### src/rtl/cpu_run_sequencer.sv
// cpu_run_sequencer: runs a list of CPU programs back to back, timing
// each run and aborting the sequence if a run never signals done.
//
// Ports
//   clock_i        : system clock, rising edge
//   reset_i        : asynchronous, active-high reset
//   go_i           : begin a sequence (sampled in IDLE only)
//   run_count_i    : number of runs, clamped to MAX_RUNS, latched on go
//   run_addr_i     : run k start address at [k*ADDR_W +: ADDR_W]
//   done_i         : CPU done level; only rising edges complete a run
//   start_o        : CPU start pulse, START_LEN cycles per run
//   start_addr_o   : CPU start address for the current run
//   busy_o         : high whenever the sequencer is not idle
//   run_idx_o      : index of the current or last run
//   cycles_o       : cycle count of the last completed run
//   cycles_valid_o : one-cycle pulse when cycles_o updates
//   total_cycles_o : saturating sum of run cycle counts
//   timeout_o      : sticky, sequence aborted by the watchdog
//   all_done_o     : one-cycle pulse at the end of a sequence
module cpu_run_sequencer #(
    parameter int ADDR_W      = 8,
    parameter int MAX_RUNS    = 4,
    parameter int CNT_W       = 15,
    parameter int TOT_W       = 20,
    parameter int START_LEN   = 1,
    parameter int TIMEOUT_CYC = 20000,
    localparam int RC_W       = $clog2(MAX_RUNS + 1),
    localparam int IDX_W      = (MAX_RUNS > 1) ? $clog2(MAX_RUNS) : 1
) (
    input  logic                       clock_i,
    input  logic                       reset_i,
    input  logic                       go_i,
    input  logic [RC_W-1:0]            run_count_i,
    input  logic [MAX_RUNS*ADDR_W-1:0] run_addr_i,
    input  logic                       done_i,
    output logic                       start_o,
    output logic [ADDR_W-1:0]          start_addr_o,
    output logic                       busy_o,
    output logic [IDX_W-1:0]           run_idx_o,
    output logic [CNT_W-1:0]           cycles_o,
    output logic                       cycles_valid_o,
    output logic [TOT_W-1:0]           total_cycles_o,
    output logic                       timeout_o,
    output logic                       all_done_o
);

    localparam int SL_W  = (START_LEN > 1) ? $clog2(START_LEN) : 1;
    localparam int SUM_W = ((TOT_W > CNT_W) ? TOT_W : CNT_W) + 1;

    // A limit the saturating counter can never reach would disable
    // the watchdog anyway; gating it avoids a truncated compare.
    localparam bit WD_EN =
        (TIMEOUT_CYC > 0) &&
        ((CNT_W >= 31) ? 1'b1 : (TIMEOUT_CYC < (2 ** CNT_W)));

    localparam logic [CNT_W:0]      WD_LIM   = (CNT_W + 1)'(TIMEOUT_CYC);
    localparam logic [SUM_W-1:0]    TOT_MAX  =
        {{(SUM_W - TOT_W){1'b0}}, {TOT_W{1'b1}}};
    localparam logic [RC_W-1:0]     RUNS_MAX = RC_W'(MAX_RUNS);
    localparam logic [SL_W-1:0]     SL_LAST  = SL_W'(START_LEN - 1);

    typedef enum logic [1:0] {
        S_IDLE,
        S_START,
        S_WAIT,
        S_FINISH
    } state_e;

    state_e                     state_q, state_d;
    logic [RC_W-1:0]            count_q, count_d;
    logic [MAX_RUNS*ADDR_W-1:0] addr_q, addr_d;
    logic [IDX_W-1:0]           idx_q, idx_d;
    logic [SL_W-1:0]            slen_q, slen_d;
    logic [CNT_W-1:0]           cnt_q, cnt_d;
    logic                       done_q;
    logic                       start_q, start_d;
    logic [ADDR_W-1:0]          saddr_q, saddr_d;
    logic                       busy_q, busy_d;
    logic [CNT_W-1:0]           cycles_q, cycles_d;
    logic                       cvalid_q, cvalid_d;
    logic [TOT_W-1:0]           total_q, total_d;
    logic                       timeout_q, timeout_d;
    logic                       alldone_q, alldone_d;

    logic                       done_ev;
    logic [CNT_W-1:0]           cnt_inc;
    logic [SUM_W-1:0]           sum;
    logic [TOT_W-1:0]           tot_sat;
    logic [RC_W-1:0]            run_clamp;
    logic [RC_W-1:0]            idx_ext;
    logic                       last_run;
    logic [IDX_W-1:0]           idx_nxt;
    logic                       wd_hit;

    // A done level left high by the previous run must not complete
    // the next one, so only a fresh rising edge counts.
    assign done_ev   = done_i & ~done_q;

    // Counter value including the current cycle, saturating.
    assign cnt_inc   = (&cnt_q) ? cnt_q : cnt_q + CNT_W'(1);

    assign sum       = SUM_W'(total_q) + SUM_W'(cnt_inc);
    assign tot_sat   = (sum > TOT_MAX) ? {TOT_W{1'b1}}
                                       : sum[TOT_W-1:0];

    assign run_clamp = (run_count_i > RUNS_MAX) ? RUNS_MAX
                                                : run_count_i;

    assign idx_ext   = RC_W'(idx_q);
    assign last_run  = (idx_ext + RC_W'(1)) == count_q;
    assign idx_nxt   = idx_q + IDX_W'(1);

    assign wd_hit    = WD_EN && ({1'b0, cnt_inc} >= WD_LIM);

    always_comb begin
        state_d   = state_q;
        count_d   = count_q;
        addr_d    = addr_q;
        idx_d     = idx_q;
        slen_d    = slen_q;
        cnt_d     = cnt_q;
        saddr_d   = saddr_q;
        cycles_d  = cycles_q;
        cvalid_d  = 1'b0;
        total_d   = total_q;
        timeout_d = timeout_q;
        alldone_d = 1'b0;

        unique case (state_q)
            S_IDLE: begin
                if (go_i) begin
                    count_d   = run_clamp;
                    addr_d    = run_addr_i;
                    idx_d     = '0;
                    total_d   = '0;
                    timeout_d = 1'b0;
                    slen_d    = '0;
                    cnt_d     = '0;
                    if (run_clamp != '0) begin
                        state_d = S_START;
                        saddr_d = run_addr_i[ADDR_W-1:0];
                    end else begin
                        state_d = S_FINISH;
                    end
                end
            end

            S_START: begin
                cnt_d = '0;
                if (slen_q == SL_LAST) begin
                    state_d = S_WAIT;
                end else begin
                    slen_d = slen_q + SL_W'(1);
                end
            end

            S_WAIT: begin
                if (done_ev) begin
                    // Done beats a watchdog hit in the same cycle.
                    cycles_d = cnt_inc;
                    cvalid_d = 1'b1;
                    total_d  = tot_sat;
                    if (last_run) begin
                        state_d = S_FINISH;
                    end else begin
                        state_d = S_START;
                        idx_d   = idx_nxt;
                        slen_d  = '0;
                        saddr_d = addr_q[idx_nxt*ADDR_W +: ADDR_W];
                    end
                end else begin
                    cnt_d = cnt_inc;
                    if (wd_hit) begin
                        timeout_d = 1'b1;
                        state_d   = S_FINISH;
                    end
                end
            end

            S_FINISH: begin
                alldone_d = 1'b1;
                state_d   = S_IDLE;
            end

            default: begin
                state_d = S_IDLE;
            end
        endcase

        // Decoded from the next state so the registered outputs
        // line up with the state they describe.
        start_d = (state_d == S_START);
        busy_d  = (state_d != S_IDLE);
    end

    always_ff @(posedge clock_i or posedge reset_i) begin
        if (reset_i) begin
            state_q   <= S_IDLE;
            count_q   <= '0;
            addr_q    <= '0;
            idx_q     <= '0;
            slen_q    <= '0;
            cnt_q     <= '0;
            done_q    <= 1'b0;
            start_q   <= 1'b0;
            saddr_q   <= '0;
            busy_q    <= 1'b0;
            cycles_q  <= '0;
            cvalid_q  <= 1'b0;
            total_q   <= '0;
            timeout_q <= 1'b0;
            alldone_q <= 1'b0;
        end else begin
            state_q   <= state_d;
            count_q   <= count_d;
            addr_q    <= addr_d;
            idx_q     <= idx_d;
            slen_q    <= slen_d;
            cnt_q     <= cnt_d;
            done_q    <= done_i;
            start_q   <= start_d;
            saddr_q   <= saddr_d;
            busy_q    <= busy_d;
            cycles_q  <= cycles_d;
            cvalid_q  <= cvalid_d;
            total_q   <= total_d;
            timeout_q <= timeout_d;
            alldone_q <= alldone_d;
        end
    end

    assign start_o        = start_q;
    assign start_addr_o   = saddr_q;
    assign busy_o         = busy_q;
    assign run_idx_o      = idx_q;
    assign cycles_o       = cycles_q;
    assign cycles_valid_o = cvalid_q;
    assign total_cycles_o = total_q;
    assign timeout_o      = timeout_q;
    assign all_done_o     = alldone_q;

endmodule

### config.mk
export PLATFORM = sky130hd
export DESIGN_NAME = cpu_run_sequencer
export DESIGN_NICKNAME = d
export VERILOG_FILES = /design/src/rtl/cpu_run_sequencer.sv
export SDC_FILE = /design/constraint.sdc
export NUM_CORES = 1
export LEC_CHECK = 0
export ABC_AREA = 1
export BUFFER_PORTS_ARGS = -buffer_cell sky130_fd_sc_hd__buf_2
export CORE_MARGIN = 3
export CORE_UTILIZATION = 32
export DETAILED_ROUTE_END_ITERATION = 7
export SYNTH_ARGS = -nofsm -noshare
export SYNTH_HDL_FRONTEND = slang
export SYNTH_SLANG_ARGS = --single-unit
### constraint.sdc
create_clock -name clock_i -period 5.1 [get_ports clock_i]
set_clock_uncertainty 0.05 [all_clocks]
set_input_delay 1.02 -clock clock_i [delete_from_list [all_inputs] [get_ports clock_i]]
set_output_delay 1.02 -clock clock_i [all_outputs]
set_load 0.05 [all_outputs]
==> results.ini, run 1 <==
[die]
rows = 48
die_x_um = 139.7
start_util_pct = 32.82
core_area_um2 = 17420
die_area_um2 = 19500
pin_count = 89
die_h_um = 139.7

[worst_setup_path]
crit_type = flop to flop
cp-start-kind = flop
cp.buffers_inverters = 1
cpLargestDelayFamily = simple AND/OR/NAND/NOR gates
timing.rr.start = cnt_q[0]
crit_path_max_fanout = 17
r2r-end = total_cycles_o[17]
critical_path.max_stage_delay_ns = 0.42
cp_data_arrival_time_ns = 3.77
cpMaxStageDelayCell = dfrtp_1
worstPathRequired_ns = 5.29
crit_chain = ha_1, nand2_1, nor2_2, nand2_2, nor2_2, nand2_1, nand2_1, inv_1, ha_1, fa_1, nand2_2, a21oi_2, nand2_2, nand3_2, nand2_2, nand2_2, nand2_2, nand3_4, nand2_4, nand2_1, o21ai_0, nand2_1
rr_worst_depth = 22
cp-end-kind = flop
cpMostUsedCell = nand2_2
reg2reg_slack_ns = 1.51

[logic_synthesis]
synthMuxAreaShare_pct = 0
netlist_area_um2 = 5717
ys_warn_count = 0
netlist.area_leader.share_pct = 45.09
synth_cell_type_count = 37
yosys.area_share.adder_pct = 4.728
synth_top_area_cell = dfrtp_1
async_reset_ff_share_pct = 100.0
ys_seq_elements = 103
synth_area_leaders = dfrtp_1 45%, nand2_1 20%, inv_1 4.7%, ha_1 4.4%, nor2_1 2.9%
synth_compound_area_share_pct = 11.56
yosys.area_share.simple_pct = 29.24
synth_edf_count = 0
seq_area_frac_synth_pct = 45.09
synth_ff_type = dfrtp_1
synth_xor_area_share_pct = 2.298
synth_top_family_by_area = simple AND/OR/NAND/NOR gates
syn_nets = 814
syn_avg_cell_area_um2 = 7.582
netlist_instances = 754

[clock_tree]
cts_max_level = 3
clock_path_buffers = 2
cts_tree = done
clock-sinks = 103
clock_latency_ns = 0.35
post-cts-setup-buffers = 0
cts-root-buf = clkbuf_16
numCtsBuffers = 9
ctsResizeCount = 0
clkTransAtPathRegs_ns = 0.07
cts-hold-fix-buffers = 0

[grt]
grt_overflow = 0
gr-usage-all-layers_pct = 15.40
grt_first_pass_wirelength_um = 24510
grt_max_degree = 69
antenna_found_initial = 0
grt_pass1_vias = 4722

[finish]
multiInputGateArea_um2 = 2734
area.sequential_um2 = 2577
final_area_um2 = 6650
num_antenna_cells = 0
syn2layout_area_growth_pct = 16.33
drive_above_1_share_pct = 16.33
final_nets = 894
post-route-util_pct = 38.18
layout_commonest_cell = nand2_1
most-common-layout-cells = 300 x nand2_1, 103 x dfrtp_1, 88 x buf_2
n_fill_cell = 1862

[drt]
wl_per_cell_um = 13.79
drt_iter0_markers = 345
postRouteAntennaNets = 0
num_vias = 5025
dr.pass1.iters = 5
drc = 0
viasPerCell = 4.723
wirelength_um = 14670

[hold_path]
hold_class = flop to flop
hold_end = cycles_o[8]
hold_start = cycles_o[8]
holdPathStages = 2

[run_status]
status = finished clean

[timing]
setup_violations = 0
relSlewSlack_pct = 42.45
max_freq_ghz = 0.2789
finalCritPeriodShare_pct = 70.30
tns_ns = 0
period_minus_slack_ns = 3.585
worst_pin_slew_ns = 0.8632
slew_violations = 0
rsz0062_at_grt = no
finalHoldViolations = 0

[placement]
hpwl_um = 10690
place_congestion = 0.8655
dpl_cell_area_um2 = 6351
port_buffers = 88

[power]
finalPower_uw = 3182
power_density_nw_per_um2 = 478.5
vdd_ir_drop_max_v = 0.0001591
cellLeakagePower_uw = 0.003587

[run]
maxCapViolCount = 0

## cell type report
cell class              instances  area share, %
repair buffers                 92          7.074
multi-input cells             552          41.11
inverters                      76          4.327
clock inverters                 6         0.9031
well taps                     225          4.233
clock buffers                  10          3.594
flip-flops and latches        103          38.76
## stage by stage
step	hold WS [ns]	cells	setup WS, ns
after floorplan	0.3991	754	1.326
after global placement	0.4136	1048	1.593
after detailed placement	0.4154	1048	1.537
final	0.4329	1064	1.515
after global routing	0.4561	1064	1.076
after CTS	0.4351	1064	1.509
## synth_stat cells, types with 2 or more instances
master	n
nand4_1	5
a31oi_1	2
o21ai_1	6
nand2_2	9
o22ai_1	16
nand3_1	30
a21oi_2	5
o211ai_1	9
nor3_1	8
xnor2_1	7
inv_2	3
nand2_1	300
a32o_1	8
o21ai_0	33
buf_6	2
buf_1	4
buf_2	6
ha_1	20
inv_1	72
a21oi_1	26
buf_4	3
nand3_2	2
nor2_1	44
dfrtp_1	103
xor2_1	8
clkbuf_1	8
nor2_2	4
nand2_4	2
## worst min-delay path, stage by stage, from the launching register on
cell and delay, ns:
dfrtp_1 0.34, nand2_1 0.05, o21ai_0 0.06
## report_power, final
group          internal, uW  switching [uW]
Combinational           376             901
Sequential             1050             155
Clock                   392             310
## sequential cells by signal, indices dropped and copies added (netlist names)
register,cells
cnt_q,15
state_q,2
done_q,1
all_done_o,1
start_o,1
total_cycles_o,20
cycles_valid_o,1
busy_o,1
cycles_o,15
addr_q,32
timeout_o,1
count_q,3
run_idx_o,2
start_addr_o,8
## how the worst max path moves through the flow
| stage | start | end | slack (ns) | cells after the start |
|---|---|---|---|---|
| after CTS | cnt_q[0] | total_cycles_o[17] | 1.51 | 22 |
| after global placement | cnt_q[0] | total_cycles_o[17] | 1.59 | 22 |
| after global routing | cnt_q[0] | total_cycles_o[17] | 1.08 | 22 |
| after floorplan | reset_i | addr_q[0] | 1.33 | 1 |
| after detailed placement | cnt_q[0] | total_cycles_o[17] | 1.54 | 22 |
| final | cnt_q[0] | total_cycles_o[17] | 1.51 | 22 |
## cells by family after synthesis
| logic type | count (synthesis) |
|---|---|
| flops | 103 |
| compound gates | 109 |
| simple gates | 407 |
| fa+ha+maj | 21 |
| buf+inv | 99 |
| xor+xnor | 15 |
## layer usage
| layer | vias up | part of all wire [%] | GRT usage, % | routed length, um |
|---|---|---|---|---|
| li1 | 2584 | - | - | - |
| met1 | 2330 | 51 | 22.61 | 7453 |
| met3 | 19 | 3.6 | 2.440 | 535 |
| met2 | 92 | 44 | 23.10 | 6411 |
| met5 | - | 0 | 0 | 0 |
| met4 | 0 | 1.9 | 5.354 | 272 |
Power figures use the tool's default switching activity.
==> run 2: changes to the inputs <==
==> constraint.sdc (replaced) <==
create_clock -name clock_i -period 2.93 [get_ports clock_i]
set_clock_uncertainty 0.05 [all_clocks]
set_input_delay 0.586 -clock clock_i [delete_from_list [all_inputs] [get_ports clock_i]]
set_output_delay 0.586 -clock clock_i [all_outputs]
set_load 0.05 [all_outputs]
==> results.ini, run 2 (synthesis results as in run 1) <==
[grt]
grt_first_pass_wirelength_um = 26120
grt_max_degree = 104
gr-usage-all-layers_pct = 16.55
antenna_found_initial = 3
grt_overflow = 0
grt_pass1_vias = 5068

[placement]
hpwl_um = 11310
dpl_cell_area_um2 = 6713
port_buffers = 88
place_congestion = 0.9079
dp_slack_ns = -0.1212

[drt]
wirelength_um = 16020
num_vias = 5240
postRouteAntennaNets = 0
drc = 0
wl_per_cell_um = 14.32
viasPerCell = 4.683
dr.pass1.iters = 5
drt_iter0_markers = 345

[finish]
drive_above_1_share_pct = 26.32
final_nets = 948
syn2layout_area_growth_pct = 27.82
post-route-util_pct = 41.95
largest_reg_flops = 32
layout_commonest_cell = nand2_1
most-common-layout-cells = 277 x nand2_1, 103 x dfrtp_1, 88 x buf_2
top_register = addr_q
n_fill_cell = 1861
final_area_um2 = 7307

[worst_setup_path]
crit_chain = ha_4, nand2_2, nor2_4, nand2_2, inv_2, nand2_4, buf_4, nand2_1, ha_1, a21oi_1, nor2_1, nor2_1, nand2_2, nand2_2, nand3_4, buf_12, nand2_8, nand2_1, nand2_1, nand2_1
cpLargestDelayFamily = simple AND/OR/NAND/NOR gates
cp-end-kind = flop
cp-start-kind = flop
cp_data_arrival_time_ns = 3.17
cp.buffers_inverters = 3
critical_path.max_stage_delay_ns = 0.41
worstPathRequired_ns = 3.14
cpMaxStageDelayCell = dfrtp_1
crit_path_max_fanout = 8
crit_type = flop to flop

[clock_tree]
numCtsBuffers = 9
cts-root-buf = clkbuf_16
clock-sinks = 103
cts_max_level = 3
clock_path_buffers = 2
clkTransAtPathRegs_ns = 0.08
cts_tree = done
clock_latency_ns = 0.36

[die]
die_area_um2 = 19500
rows = 48
core_area_um2 = 17420
start_util_pct = 32.82
die_x_um = 139.7
die_h_um = 139.7
pin_count = 89

[hold_path]
hold_class = primary input to asynchronous set/reset pin

[power]
finalPower_uw = 5628
seqPwrFrac_pct = 36.5
power_frac_clock_pct = 21.0
power_density_nw_per_um2 = 770.3
p_switching_uw = 2473
combPwrFrac_pct = 42.4
internal_power_uw = 3155
p_sw_share_pct = 43.95
vdd_ir_drop_max_v = 0.0003479
cellLeakagePower_uw = 0.003842

[timing]
period_minus_slack_ns = 2.961
slew_violations = 0
fin_hold_ws_ns = 0.3229
finalHoldViolations = 0
relSlewSlack_pct = 42.02
worst_pin_slew_ns = 0.8688
finalCritPeriodShare_pct = 101.1
max_freq_ghz = 0.3377
rsz0062_at_grt = yes
fin_ws_ns = -0.03093
setup_violations = 9

[run_status]
status = complete, but fails checks
violations = negative setup slack

[run]
maxCapViolCount = 0

-- run 2: power by group through the flow --
| stage | sequential, uW | combinational (uW) | clock (uW) |
|---|---|---|---|
| floorplan | 2550 | 1280 | 0 |
| finish | 2050 | 2390 | 1180 |
| CTS | 2060 | 2410 | 1220 |
| global placement | 2070 | 2380 | 0 |
| global route | 2110 | 2670 | 1260 |
| detailed placement | 2080 | 2380 | 0 |
-- run 2: per-stage QoR --
| stage | instances | TNS (ns) |
|---|---|---|
| 4_1_cts | 1114 | 0 |
| 3_5_place_dp | 1092 | -0.9576 |
| 3_3_place_gp | 1092 | -0.01850 |
| 5_1_grt | 1119 | -4.168 |
| 2_1_floorplan | 754 | 0 |
| 6_report | 1119 | -0.1685 |
-- run 2: repair_timing --
item	4_1_cts	5_1_grt
setup endpoints to repair	20	20
resized for setup	19	40
hold buffers	0	0
pin swaps	11	12
setup buffers	4	4
gates cloned	2	0
-- run 2: per-layer routing --
layer  routed length (um)  share of wire, %  vias up  track usage [%]
li1                     -                 -     2700                -
met1                 8061                50     2413            23.77
met2                 7096                44      104            25.52
met3                  606               3.8       19            2.990
met4                  238               1.5        4            5.048
met5                   21              0.13        -                0
-- run 2: final cells by class --
class / count / area, um^2 / share of cell area [%]
multi-input cells: 554 / 2984 / 40.84
flip-flops and latches: 103 / 2577 / 35.27
repair buffers: 144 / 889.6 / 12.17
inverters: 76 / 289.0 / 3.955
well taps: 225 / 281.5 / 3.853
clock buffers: 9 / 225.2 / 3.082
clock inverters: 7 / 57.56 / 0.7877
diodes: 1 / 2.502 / 0.03425
-- run 2: tightest hold or removal path, stage by stage --
cell and delay [ns]:
buf_2 0.11, clkinvlp_4 0.07, buf_12 0.41
-- run 2: worst paths after layout --
check                                start                 to  slack [ns]  cells past startpoint
worst max-delay path              cnt_q[0]  total_cycles_o[7]       -0.03                     20
worst min-delay path               reset_i         all_done_o        0.32                      3
worst max register to register    cnt_q[0]  total_cycles_o[7]       -0.03                     20
worst min register to register  addr_q[19]         addr_q[19]        0.43                      2
max in group asynchronous          reset_i  total_cycles_o[9]        2.08                      3
min in group clock_i                done_i             done_q        0.33                      1
==> run 3: changes to the inputs <==
--- a/config.mk
+++ b/config.mk
@@ -5,7 +5,6 @@
 export SDC_FILE = /design/constraint.sdc
 export NUM_CORES = 1
 export LEC_CHECK = 0
-export ABC_AREA = 1
 export BUFFER_PORTS_ARGS = -buffer_cell sky130_fd_sc_hd__buf_2
 export CORE_MARGIN = 3
 export CORE_UTILIZATION = 32
==> results.ini, run 3 <==
[run_status]
status = complete, but fails checks
violations = negative setup slack

[finish]
fin_cells = 1005
num_antenna_cells = 0
drive_above_1_share_pct = 35.29
layout_commonest_cell = nand2_1
largest_reg_flops = 32
syn2layout_area_growth_pct = 38.37
top_register = addr_q
final_nets = 840
most-common-layout-cells = 158 x nand2_1, 110 x buf_4, 102 x dfrtp_1

[logic_synthesis]
syn_nets = 653
yosysMostFrequentCell = nand2_1
synth_edf_count = 0
synth_cell_type_count = 56
ys_top_cells_by_count = 160 x nand2_1, 103 x dfrtp_1, 38 x o21ai_0
syn_avg_cell_area_um2 = 9.216
netlist.area_leader.share_pct = 47.16
netlist_instances = 593
synth_ff_type = dfrtp_1
ys_warn_count = 0
synth_top_area_cell = dfrtp_1
seq_area_frac_synth_pct = 47.16
ys_seq_elements = 103
async_reset_ff_share_pct = 100.0
netlist_area_um2 = 5465
synth_area_leaders = dfrtp_1 47%, nand2_1 11%, ha_1 4.6%, o21ai_0 3.5%, a21oi_1 3.4%

[hold_path]
hold_end = done_q
hold_class = primary input to flop
hold_start = done_i
holdPathStages = 1

[drt]
drt_iter0_markers = 288
drc = 0
dr.pass1.iters = 5
postRouteAntennaNets = 0
wl_per_cell_um = 15.87
wirelength_um = 15950
viasPerCell = 5.001
num_vias = 5026

[clock_tree]
clkTransAtPathRegs_ns = 0.07
numCtsBuffers = 9
clock_latency_ns = 0.36
cts_max_level = 3
cts_tree = done
cts-root-buf = clkbuf_16
clock-sinks = 103
clock_path_buffers = 2
cts-hold-fix-buffers = 0

[timing]
rsz0062_at_grt = yes
slew_violations = 0
relSlewSlack_pct = 56.56
setup_violations = 20
max_freq_ghz = 0.3105
finalHoldViolations = 0
fin_ws_ns = -0.2907
worst_pin_slew_ns = 0.6462
period_minus_slack_ns = 3.221
finalCritPeriodShare_pct = 109.9

[worst_setup_path]
crit_path_max_fanout = 7
crit_type = flop to flop
worstPathRequired_ns = 3.11
r2r-end = total_cycles_o[17]
timing.rr.start = cnt_q[4]
rr_worst_depth = 13
cp-start-kind = flop
cp-end-kind = flop
cp_data_arrival_time_ns = 3.40
reg2reg_slack_ns = -0.29

[power]
finalPower_uw = 6460
cellLeakagePower_uw = 0.003845
power_density_nw_per_um2 = 854.2
vdd_ir_drop_max_v = 0.0006359

[die]
die_h_um = 136.7
die_area_um2 = 18680
pin_count = 89
core_area_um2 = 16640
rows = 47
die_x_um = 136.7
start_util_pct = 32.84

[placement]
hpwl_um = 11180
dp.cells = 977
dp_slack_ns = -0.3818
place_congestion = 0.8570
port_buffers = 88

[grt]
grt_pass1_vias = 4917
grt_max_degree = 104
grt_overflow = 0
antenna_found_initial = 0
grtUsageMet1_pct = 23.79
grt.met2_usage_pct = 27.30
grt.busiest_layer = met2
grt_use_met3_pct = 3.934
gr-usage-all-layers_pct = 17.31
grt_first_pass_wirelength_um = 25430

[run]
maxCapViolCount = 0

[run 3: cell count changes after synthesis, sizes merged, moves of 7 or more]
cell and delta:
o22ai -15, mux2i +10, nand2 -150, a32o -8, clkbuf +11, mux4 +8, nand2b +7, nor2 -14
xnor2 +7, inv -63, buf -8, a31oi +13, nand3 -16
[run 3: kinds of logic after synthesis]
family / count (synthesis) / share of synthesized area, %
compound gates: 135 / 15.38
buf+inv: 39 / 2.816
mux: 19 / 5.334
fa+ha+maj: 21 / 4.945
simple gates: 250 / 20.19
xor+xnor: 26 / 4.167
flops: 103 / 47.16
[run 3: worst max path at each step]
stage | startpoint | end | slack (ns) | depth (start not counted)
2_1_floorplan | cnt_q[3] | total_cycles_o[17] | -0.32 | 13
3_3_place_gp | cnt_q[3] | total_cycles_o[1] | -0.31 | 14
3_5_place_dp | cnt_q[3] | total_cycles_o[0] | -0.38 | 14
4_1_cts | cnt_q[3] | total_cycles_o[17] | -0.29 | 13
5_1_grt | cnt_q[4] | total_cycles_o[9] | -0.46 | 13
6_report | cnt_q[4] | total_cycles_o[17] | -0.29 | 13
[run 3: area by class of cell]
class / count / area [um^2]
fillers: 1578 / 9080
multi-input cells: 452 / 3063
flip-flops and latches: 103 / 2579
repair buffers: 201 / 1318
well taps: 220 / 275.3
clock buffers: 13 / 250.2
inverters: 13 / 52.55
clock inverters: 3 / 25.02
[run 3: stage by stage]
stage,util (%),setup TNS (ns),cell area [um^2],hold WS (ns)
CTS,44.18,-5.285,7352,0.2887
floorplan,-,-4.555,5552,0.3903
global route,45.44,-7.819,7562,0.2890
finish,45.44,-4.389,7562,0.3043
detailed placement,41.76,-6.031,6950,0.4078
global placement,41.76,-5.145,6950,0.4044
[run 3: repair_timing]
action                                  in CTS  in global routing
endpoints found under the setup margin      20                 20
cloned                                       0                  1
pin swaps                                   12                 17
gates resized for setup                     12                 33
setup buffers                                6                  5
[run 3: worst max-delay path: stages, from the launching register on]
cell	delay (ns)
dfrtp_1	0.39
nand3_4	0.13
nor4_4	0.36
nand2_4	0.13
and4_4	0.22
xor2_4	0.21
ha_4	0.23
a21o_1	0.16
a21o_1	0.16
a221o_1	0.37
o31ai_4	0.30
nor3_4	0.09
and4b_1	0.25
nor3_1	0.04
[run 3: report_power, final]
| part | internal [uW] | leakage, uW | total, uW | switching (uW) |
|---|---|---|---|---|
| logic | 1150 | 0.00238 | 3110 | 1950 |
| registers | 1880 | 0.00133 | 2200 | 317 |
| clock network | 608 | 0.000131 | 1160 | 549 |
[run 3: layer usage]
metal | routed length [um] | vias up | share of wire, %
met4 | 326 | 0 | 2.0
met5 | 0 | - | 0
met3 | 918 | 22 | 5.8
met2 | 7241 | 139 | 45
met1 | 7462 | 2419 | 47
li1 | - | 2446 | -
